===== config.mk =====
export PLATFORM = sky130hd
export DESIGN_NAME = switch_debounce_sync
export DESIGN_NICKNAME = d
export VERILOG_FILES = /design/src/rtl/switch_debounce_sync_pkg.sv /design/src/rtl/switch_debounce_sync_debounce_bit.sv /design/src/rtl/switch_debounce_sync.sv
export SDC_FILE = /design/constraint.sdc
export NUM_CORES = 1
export LEC_CHECK = 0
export CAP_MARGIN = 20
export CORE_ASPECT_RATIO = 2
export CORE_UTILIZATION = 35
export CTS_CLUSTER_DIAMETER = 200
export CTS_CLUSTER_SIZE = 30
export DETAILED_ROUTE_END_ITERATION = 8
export GPL_TIMING_DRIVEN = 0
export PLACE_DENSITY = 0.56
export RECOVER_POWER = 25
export REMOVE_ABC_BUFFERS = 1
export SETUP_SLACK_MARGIN = 0.15
export SYNTH_ARGS = -nofsm -noshare
export SYNTH_HDL_FRONTEND = slang
export SYNTH_SLANG_ARGS = --single-unit

===== constraint.sdc =====
create_clock -name CLOCK_50 -period 2.2 [get_ports CLOCK_50]
set_input_delay 0.22 -clock CLOCK_50 [delete_from_list [all_inputs] [get_ports CLOCK_50]]
set_output_delay 0.22 -clock CLOCK_50 [all_outputs]
set_load 0.01 [all_outputs]

===== src/rtl/switch_debounce_sync_pkg.sv =====
// Shared constants for the slide-switch conditioner: counter sizing, the
// hardware debounce length, and the short length used in simulation.
package switch_debounce_sync_pkg;

  localparam int CNT_W_DEFAULT           = 24;
  localparam int DEBOUNCE_CYCLES_DEFAULT = 500000;
  localparam int SIM_DEBOUNCE_CYCLES     = 4;
  localparam int DEBOUNCE_MIN            = 2;
  localparam int DEBOUNCE_MAX            = 1 << 24;

  // True when a counter of the given width can represent every count 0..cycles-1.
  function automatic bit cnt_fits(input int cycles, input int width);
    return (longint'(1) << width) >= longint'(cycles);
  endfunction

endpackage


===== src/rtl/switch_debounce_sync_debounce_bit.sv =====
// One switch bit: two-flop synchroniser, stability counter, accepted level
// and registered rise/fall strobes.
module debounce_bit
  import switch_debounce_sync_pkg::*;
#(
  parameter int DEBOUNCE_CYCLES = DEBOUNCE_CYCLES_DEFAULT,
  parameter int CNT_W           = CNT_W_DEFAULT
) (
  input  logic clk,
  input  logic resetn,
  input  logic raw,
  output logic clean,
  output logic rise,
  output logic fall,
  output logic accept
);

  localparam logic [CNT_W-1:0] LAST = CNT_W'(DEBOUNCE_CYCLES - 1);

  logic             sync1;
  logic             sync2;
  logic             stable;
  logic [CNT_W-1:0] cnt;

  // High on the edge where a persistent difference is finally taken as the new level.
  assign accept = (sync2 != stable) && (cnt == LAST);
  assign clean  = stable;

  always_ff @(posedge clk or negedge resetn) begin
    if (!resetn) begin
      sync1  <= 1'b0;
      sync2  <= 1'b0;
      stable <= 1'b0;
      cnt    <= '0;
      rise   <= 1'b0;
      fall   <= 1'b0;
    end else begin
      sync1 <= raw;
      sync2 <= sync1;
      rise  <= 1'b0;
      fall  <= 1'b0;
      if (sync2 == stable) begin
        cnt <= '0;
      end else if (cnt == LAST) begin
        stable <= sync2;
        cnt    <= '0;
        rise   <= sync2;
        fall   <= ~sync2;
      end else begin
        cnt <= cnt + 1'b1;
      end
    end
  end

endmodule


===== src/rtl/switch_debounce_sync.sv =====
// Conditions the raw slide switches into clean levels plus one-cycle edge
// strobes; sw_clean replaces raw SW at the mux datapath inputs.
module switch_debounce_sync
  import switch_debounce_sync_pkg::*;
#(
  parameter int WIDTH           = 3,
  parameter int DEBOUNCE_CYCLES = DEBOUNCE_CYCLES_DEFAULT,
  parameter int CNT_W           = CNT_W_DEFAULT
) (
  input  logic             CLOCK_50,
  input  logic             resetn,
  input  logic [WIDTH-1:0] sw_raw,
  output logic [WIDTH-1:0] sw_clean,
  output logic [WIDTH-1:0] sw_rise,
  output logic [WIDTH-1:0] sw_fall,
  output logic             any_change
);

  // Reject parameter sets the counter cannot honour, at elaboration time.
  if (DEBOUNCE_CYCLES < DEBOUNCE_MIN || DEBOUNCE_CYCLES > DEBOUNCE_MAX ||
      !cnt_fits(DEBOUNCE_CYCLES, CNT_W)) begin : g_bad_param
    $error("switch_debounce_sync: DEBOUNCE_CYCLES=%0d illegal for CNT_W=%0d",
           DEBOUNCE_CYCLES, CNT_W);
  end

  logic [WIDTH-1:0] accept;

  for (genvar gi = 0; gi < WIDTH; gi++) begin : g_bit
    debounce_bit #(
      .DEBOUNCE_CYCLES(DEBOUNCE_CYCLES),
      .CNT_W          (CNT_W)
    ) u_bit (
      .clk   (CLOCK_50),
      .resetn(resetn),
      .raw   (sw_raw[gi]),
      .clean (sw_clean[gi]),
      .rise  (sw_rise[gi]),
      .fall  (sw_fall[gi]),
      .accept(accept[gi])
    );
  end

  // Registered from the same acceptance condition, so it lands with the strobes.
  always_ff @(posedge CLOCK_50 or negedge resetn) begin
    if (!resetn) begin
      any_change <= 1'b0;
    end else begin
      any_change <= |accept;
    end
  end

endmodule

### Yosys cells after proc, flatten, opt, wreduce, memory -nomap -nowiden

Cells that the tools add are included.
Widths: inputs -> output; s select.

| storage, ports and cells | value |
|---|---|
| flip-flop bits (word level) | 88 |
| input port bits | 5 |
| output and inout bits | 10 |
| word-level logic and storage cells | 62 |

| cells by class | value |
|---|---|
| add/subtract/negate cells | 3 |
| equality and inequality tests | 9 |
| bitwise gates (word level) | 6 |
| muxes and demuxes | 18 |
| reduce and logical (&&, ||, !) cells | 7 |

Operator list:

| cell | number |
|---|---|
| $mux 24 | 6 |
| $add 24x1->24 const B | 3 |
| $eq 24x19->1 const B | 3 |
| $mux 1 | 12 |
| $not 1->1 | 6 |
| $reduce_and 2->1 | 3 |
| $eq 1x1->1 | 3 |
| $logic_and 1x1->1 | 3 |
| $ne 1x1->1 | 3 |
| $reduce_or 3->1 | 1 |

### Depth between registers and ports, before layout

Gate-level depths: netlist of run 1.

| logic depth | value |
|---|---|
| depth after elaboration | 3 |
| mapped depth | 6 |

### Modules after synthesis

From an unflattened synthesis of run 1, not the netlist that was laid out.

| unflattened totals | value |
|---|---|
| cells, all modules | 431 |
| area, all modules | 4362.9 um^2 |

Modules (own cells, without submodules):

| module | seq. area each (um^2) | area each (um^2) | times used | cells an instance |
|---|---|---|---|---|
| debounce_bit | 725.7 | 1443.9 | 3 | 143 |
| switch_debounce_sync | 25.0 | 31.3 | 1 | 2 |

### Worst setup path after synthesis of run 1

OpenSTA, ideal clock, no wires.

| timing | value |
|---|---|
| kind | reg-to-reg |
| from | register g_bit[2].u_bit.cnt[5] |
| to | register g_bit[2].u_bit.cnt[10] |
| required time | 2081 ps |
| stages on the path, launching flop included | 6 |
| arrival | 1819 ps |
| path slack | 262 ps |
| library setup time | 119 ps |
| period minus slack after synthesis | 1938 ps |
| buffers on the path | 1 |
| cells stage by stage | dfrtp_1 or4_1 or3_2 o21bai_4 buf_4 nor2_1 |

| on the way | value |
|---|---|
| longest elaborated chain between the ends | 3 |
| elaborated cells on any way between the ends | 4 |

RTL lines:

| element | line | text |
|---|---|---|
| start: declaration | switch_debounce_sync_debounce_bit.sv:23 | `logic [CNT_W-1:0] cnt;` |
| start signal: assignment | switch_debounce_sync_debounce_bit.sv:50 | `cnt <= cnt + 1'b1;` |
| $add 24x1->24 or $eq 24x19->1 (tied branches) | switch_debounce_sync_debounce_bit.sv:50, switch_debounce_sync_debounce_bit.sv:44 |  |
| $mux 24 (*) | switch_debounce_sync_debounce_bit.sv:44 | `end else if (cnt == LAST) begin` |
| $mux 24 (*) | switch_debounce_sync_debounce_bit.sv:42 | `if (sync2 == stable) begin` |

Every way passes the cells marked *; elsewhere a longest branch is shown, timed or not.
A chain may end at the register's enable or synchronous reset.

### Final worst setup path of run 1

| timing | value |
|---|---|
| from | register g_bit[0].u_bit.cnt[5] |
| to | register g_bit[0].u_bit.cnt[21] |

| on the way | value |
|---|---|
| longest elaborated chain between the ends | 3 |
| elaborated cells on any way between the ends | 4 |

RTL lines:

| element | line |
|---|---|
| start: declaration | switch_debounce_sync_debounce_bit.sv:23 |
| start signal: assignment | switch_debounce_sync_debounce_bit.sv:50 |
| $add 24x1->24 or $eq 24x19->1 (tied branches) | switch_debounce_sync_debounce_bit.sv:50, switch_debounce_sync_debounce_bit.sv:44 |
| $mux 24 (*) | switch_debounce_sync_debounce_bit.sv:44 |
| $mux 24 (*) | switch_debounce_sync_debounce_bit.sv:42 |

Marked as above.

==> results.txt, run 1 <==
GR Util met2 -> 31.4%
max_slew headroom -> -6.18%
unique cell type count in the Yosys netlist -> 42
CP Capture Type -> register
met3 usage -> 3.84%
Clock Latency Late Sink -> 0.34 ns
drt wl/cell -> 16.3 um
Adder-Cell Fraction of Synth Area -> 0.844%
die span in y -> 161 um
sw frac -> 21.8%
PD cells -> 662 nW/um^2
Clock Tree Buf Depth -> 2
syn_area_per_cell -> 9.74 sq um
final hold slack -> 0.352 ns
maximum vdd ir drop -> 0.000557 V
All-Layer GR Usage -> 16.9%
slowest stage delay, CP -> 0.52 ns
final worst-path cycle share -> 89.6%
Worst Hold Class -> reg -> reg
Die Width -> 81.7 um
CTS Buf Count -> 9
vias after detailed routing -> 3526
met1 Track Usage GR -> 17.1%
sequential power share -> 48.2%
Util after Layout -> 42.4%
initial antenna violation count -> 0
Final ANT Viol Nets -> 0
clock share of power -> 48.1%
fraction of registers with async set/reset -> 100%
P_int -> 2.69 mW
Die ar. -> 13200 sq um
Tightest Pin Transition -> 1.59 ns
failing checks -> max-capacitance violations, max-slew violations
critical path, cell by cell -> nand4_1 -> or3_1 -> or4_1 -> a21oi_1
multiplexer share of the synthesized area -> 0.984%
critical path startpoint category -> register
arrival time of the worst setup path -> 2.24 ns
outcome -> finished, violations left
dpl ws -> -0.106 ns
final worst setup slack -> 0.228 ns
# Max-Cap Violations -> 1
Final Cell Area -> 5200 sq um
remaining global-route overflow -> 0
CTS tree -> done
CP max stage cell -> or3_1
Worst EP required -> 2.46 ns
core footprint -> 12300 sq um
Max Fanout on Critical Path -> 6
Synth Area in XOR/XNOR -> 7.68%
clk sinks -> 88
Synth Register Bits -> 88
gr busiest metal -> met2
# setup viols final -> 0
fin crit period -> 1.97 ns
Leak -> 2.00 nW
placed cell area -> 4700 sq um
nets -> 477
GP Congestion -> 0.823
Comb pwr share -> 3.7%
# DRC -> 0
# fillers -> 1206
Post-DP HPWL -> 7170 um
Syn Inst Count -> 457
htree depth -> 3
post-synthesis sequential area ratio -> 49.5%
WS Path Type -> reg -> reg
Sw Pwr -> 0.752 mW
predominant post-synthesis flop cell -> dfrtp_1
# diodes -> 0
Worst-path clk slew -> 0.06 ns
synth warn -> 0
Compound-Gate Fraction of Synth Area -> 8.61%
Synth Cell Area -> 4450 sq um
Layout area overhead -> 16.8%
skew final -> 0.00784 ns
number of global-route vias before repair -> 3670
RSZ-0062 raised after global routing -> yes
largest net degree at the start of global routing -> 64
port bufs -> 14
num ports -> 15
highest clock rate -> 507 MHz
routed vias/inst -> 5.68
drt total wl -> 10100 um
first-pass iteration count of the detailed router -> 4
Starting Density -> 36.3%
largest family of logic cells by synthesized area -> simple AND/OR/NAND/NOR gates
final hold viol count -> 0
clk root buf -> clkbuf_16
Synth Area in Simple Gates -> 28.3%
first-pass GRT wire length -> 17200 um
Final Max Tran Viols -> 26
Post-synth EDFFs -> 0
FP Rows -> 57
Post-Route Setup TNS -> 0 ns
Iter 0 DRT Violations -> 205
layout cell share with drive strength beyond 1 -> 9.07%
==> path summary, 6_finish.rpt <==
| path | start | slack (ns) | end | cells past startpoint |
|---|---|---|---|---|
| worst max-delay path | g_bit[0].u_bit.cnt[5] | 0.23 | g_bit[0].u_bit.cnt[21] | 4 |
| worst min-delay path | g_bit[0].u_bit.sync1 | 0.35 | g_bit[0].u_bit.sync2 | 0 |
| worst max register to register | g_bit[0].u_bit.cnt[5] | 0.23 | g_bit[0].u_bit.cnt[21] | 4 |
| worst min register to register | g_bit[0].u_bit.sync1 | 0.35 | g_bit[0].u_bit.sync2 | 0 |
| max in group asynchronous | resetn | 0.40 | g_bit[0].u_bit.rise | 3 |
| min in group asynchronous | resetn | 0.81 | g_bit[2].u_bit.cnt[19] | 2 |
==> cell usage after synthesis (2+ instances only) <==
cell type / count / area [sq um]
xnor2_1: 21 / 184
and2_1: 3 / 18.8
xor2_1: 18 / 158
nand4b_1: 3 / 26.3
ha_1: 3 / 37.5
and4_1: 9 / 78.8
or3_2: 2 / 15.0
clkbuf_1: 9 / 33.8
inv_1: 13 / 48.8
nor2_1: 49 / 184
nand2_1: 25 / 93.8
buf_2: 2 / 10.0
mux2_2: 3 / 33.8
o31ai_1: 13 / 97.6
buf_4: 10 / 75.1
or3_1: 17 / 106
nor4b_1: 5 / 43.8
nor4_1: 15 / 93.8
dfrtp_1: 88 / 2200
o21ai_0: 15 / 75.1
nor3_1: 10 / 50.1
nand4_1: 24 / 150
and3b_1: 2 / 17.5
or4_1: 12 / 90.1
a21oi_1: 28 / 140
and3_1: 9 / 56.3
nor3b_1: 4 / 30.0
nand3_1: 31 / 155
==> power by group through the flow <==
stage / sequential (mW) / clock, mW / combinational [mW]
final: 1.66 / 1.66 / 0.127
after global routing: 1.66 / 1.77 / 0.146
after CTS: 1.66 / 1.71 / 0.124
after detailed placement: 1.69 / 0 / 0.114
after global placement: 1.69 / 0 / 0.100
after floorplan: 1.68 / 0 / 0.0454
==> metal layers <==
metal,wire [um],vias up
met2,5680,60
met3,252,23
met1,3850,1741
li1,-,1702
met5,0,-
met4,320,0
==> layout by cell type (no fill, tap or decap), drive strengths merged, types with 4 or more instances in the layout <==
cell and n:
dfrtp 88, nor3b 4, o21ai 15, nor4b 5, clkbuf 10, nand3 31
nand4 25, dlygate4sd3 4, nand2 25, and4 9, o31ai 14, or3 19
xor2 18, or4 12, inv 15, xnor2 21, a21oi 28, buf 6
and3 9, nor3 10, nor4 15, nor2 49, clkdlybuf4s50 10
==> worst max-delay path, delay by kind of cell (launching register included) <==
kind,cells,cell delay [ns]
AOI/OAI and AO/OA,1,0.15
and+or+nand+nor,3,1.27
DFF,1,0.47
==> registers in the layout (all words and copies together) (netlist names) <==
register,flops
g_bit.u_bit.sync1,3
g_bit.u_bit.clean,3
g_bit.u_bit.rise,3
g_bit.u_bit.cnt,72
any_change,1
g_bit.u_bit.fall,3
g_bit.u_bit.sync2,3
==> kinds of logic (layout without fill, tap and decap cells) <==
logic type,count (synthesis),in the layout
AND/OR/NAND/NOR,224,224
flip-flops,88,88
AO/OA/AOI/OAI,63,66
XOR/XNOR,39,39
buffers and inverters,36,50
multiplexers,4,4
adder cells (fa/ha/maj),3,3
==> metrics by stage <==
step                instances  power, mW
CTS                       617       3.49
floorplan                 434       1.73
global route              621       3.58
global placement          595       1.79
finish                    621       3.44
detailed placement        597       1.80
==> what timing repair did <==
| item | in CTS | in global routing |
|---|---|---|
| hold endpoints to repair | 25 | 0 |
| hold buffers | 1 | 0 |
| resized for setup | 3 | 11 |
| cloned | 2 | 1 |
| pin swaps | 2 | 3 |
| setup endpoints to repair | 44 | 39 |
| buffers inserted | 1 | 3 |
==> final cells by class <==
class / count / area, sq um / area share, %
Multi-Input combinational cell: 336 / 2190 / 42.2
Inverter: 13 / 48.8 / 0.939
Clock inverter: 7 / 103 / 1.97
Tap cell: 147 / 184 / 3.54
Clock buffer: 9 / 225 / 4.33
Timing Repair Buffer: 21 / 241 / 4.65
Sequential cell: 88 / 2200 / 42.4
No activity file was read; power rests on OpenSTA's default activity.
==> run 2, diff against run 1 <==
--- a/config.mk
+++ b/config.mk
@@ -6,13 +6,15 @@
 export NUM_CORES = 1
 export LEC_CHECK = 0
 export CAP_MARGIN = 20
+export CELL_PAD_IN_SITES_DETAIL_PLACEMENT = 1
+export CELL_PAD_IN_SITES_GLOBAL_PLACEMENT = 1
 export CORE_ASPECT_RATIO = 2
 export CORE_UTILIZATION = 35
 export CTS_CLUSTER_DIAMETER = 200
 export CTS_CLUSTER_SIZE = 30
 export DETAILED_ROUTE_END_ITERATION = 8
 export GPL_TIMING_DRIVEN = 0
-export PLACE_DENSITY = 0.56
+export PLACE_DENSITY = 0.67
 export RECOVER_POWER = 25
 export REMOVE_ABC_BUFFERS = 1
 export SETUP_SLACK_MARGIN = 0.15
==> run 2 against run 1 <==
  * The flow now finishes without violations
  * Highest routed layer unchanged
  * Combinational power up 4%
  * Sequential power about the same
  * Fmax up 2.7%
  * Non-clock buffer count up 4
  * Worst hold slack better by 0.013 ns
  * Utilization up 0.15 points
  * Via count up 2.8%
==> results.txt, run 2 (same netlist as run 1, synthesis figures left out) <==
outcome -> finished, final reports clean
clk root buf -> clkbuf_16
drt wl/cell -> 18.1 um
footprint of the multi-input gates -> 2190 sq um
CP max stage cell -> or4_1
vias after detailed routing -> 3624
maximum vdd ir drop -> 0.000436 V
critical path startpoint category -> register
port bufs -> 14
Crit path max-delay family -> simple AND/OR/NAND/NOR gates
slowest stage delay, CP -> 0.54 ns
Clock Tree Buf Depth -> 2
# DRC -> 0
Iter 0 DRT Violations -> 181
# diodes -> 0
die span in y -> 161 um
Final Max Tran Viols -> 0
Reg area -> 2200 sq um
largest net degree at the start of global routing -> 60
r2r worst-path depth -> 5
layout cell share with drive strength beyond 1 -> 9.83%
All-Layer GR Usage -> 18.5%
highest clock rate -> 521 MHz
first-pass GRT wire length -> 18900 um
GP Congestion -> 0.804
final hold viol count -> 0
nets -> 481
initial antenna violation count -> 0
Worst EP required -> 2.42 ns
routed vias/inst -> 5.80
final worst-path cycle share -> 87.3%
RSZ-0062 raised after global routing -> no
fin crit period -> 1.92 ns
Die ar. -> 13200 sq um
Crit Reg-Reg Startpoint -> g_bit[2].u_bit.cnt[5]
Hold Path Stages -> 0
final hold slack -> 0.365 ns
skew final -> 0.00894 ns
Die Width -> 81.7 um
Leak -> 2.01 nW
num ports -> 15
Max Fanout on Critical Path -> 11
CTS Buf Count -> 9
critical path, cell by cell -> or4_1 -> or3_4 -> o21bai_4 -> buf_12 -> a21oi_1
Post-DP HPWL -> 7870 um
htree depth -> 3
Starting Density -> 36.3%
clk sinks -> 88
Worst Hold Class -> reg -> reg
Hold EP -> g_bit[0].u_bit.sync2
most frequent cells in the layout -> dfrtp_1 (88), nor2_1 (49), nand3_1 (30)
placed cell area -> 4690 sq um
max FFs per register -> 72
# setup viols final -> 0
core footprint -> 12300 sq um
Final ANT Viol Nets -> 0
Clock Latency Late Sink -> 0.34 ns
drt total wl -> 11300 um
r2r setup slk -> 0.28 ns
remaining global-route overflow -> 0
# fillers -> 1383
CP Capture Type -> register
FP Rows -> 57
# Max-Cap Violations -> 0
Final Cell Area -> 5220 sq um
worst min-delay path startpoint -> g_bit[0].u_bit.sync1
Tightest Pin Transition -> 0.839 ns
arrival time of the worst setup path -> 2.14 ns
WS Path Type -> reg -> reg
Top reg by flops -> g_bit.u_bit.cnt
Layout area overhead -> 17.2%
Worst-path clk slew -> 0.07 ns
non-filler cells, final -> 625
number of global-route vias before repair -> 3948
CTS tree -> done
R2R Path End -> g_bit[2].u_bit.cnt[19]
PD cells -> 647 nW/um^2
buffers plus inverters on the worst setup path -> 1
first-pass iteration count of the detailed router -> 4
max_slew headroom -> 44.1%
Placed Cells -> 597
commonest non-fill, non-tap cell in the layout -> dfrtp_1
[run 2: cell types whose count changed in the layout (fill, tap and decap cells not counted), sizes merged]
cell / before / now
clkinvlp: 1 / 2
inv: 15 / 14
clkbuf: 10 / 11
bufinv: 2 / 1
buf: 6 / 10
[run 2: repair_timing]
| action | CTS | global route |
|---|---|---|
| hold buffers | 1 | 0 |
| hold endpoints to repair | 29 | 0 |
| setup buffers | 1 | 7 |
| setup endpoints to repair | 56 | 56 |
| resized for setup | 6 | 7 |
| pin swaps | 4 | 6 |
| gates cloned | 2 | 1 |
[run 2: final cells by class]
type,count,share of cell area (%)
clock buffer,10,4.58
clock inverter,6,1.30
inverter,13,0.936
multi-input combinational,336,42.0
sequential,88,42.2
tap,147,3.53
timing repair buffer,25,5.40
[run 2: how the worst max path moves through the flow]
stage                     cells past startpoint                     end                  start  slack (ns)
after global placement                        1   g_bit[0].u_bit.cnt[5]                 resetn       -2.42
after detailed placement                      4  g_bit[2].u_bit.cnt[14]  g_bit[2].u_bit.cnt[5]       -0.08
final                                         5  g_bit[2].u_bit.cnt[19]  g_bit[2].u_bit.cnt[5]        0.28
after CTS                                     4    g_bit[1].u_bit.clean  g_bit[1].u_bit.cnt[9]        0.01
after global routing                          5    g_bit[0].u_bit.clean  g_bit[0].u_bit.cnt[0]        0.16
after floorplan                               5  g_bit[0].u_bit.cnt[10]  g_bit[0].u_bit.cnt[0]       -0.30
[run 2: through the flow]
step           total power [mW]  TNS (ns)  util (%)  setup WS, ns
2_1_floorplan              1.73     -9.82         -        -0.300
6_report                   3.38         0      42.5         0.279
4_1_cts                    3.41         0      41.5       0.00956
3_5_place_dp               1.80     -1.62      38.3       -0.0803
3_3_place_gp               1.79   -268.71      37.8         -2.42
5_1_grt                    3.49         0      42.5         0.155
[run 2: metal layers]
metal,vias to the layer above,track usage (%),wire [um]
met5,-,0,0
met4,0,8.37,307
met3,21,3.16,156
met2,42,33.5,6360
met1,1862,20.1,4470
li1,1699,-,-
[run 2: report_power, final]
part           switching [mW]  total (mW)  internal (mW)
logic                  0.0832       0.132         0.0489
registers              0.0215        1.66           1.64
clock network           0.670        1.59          0.916
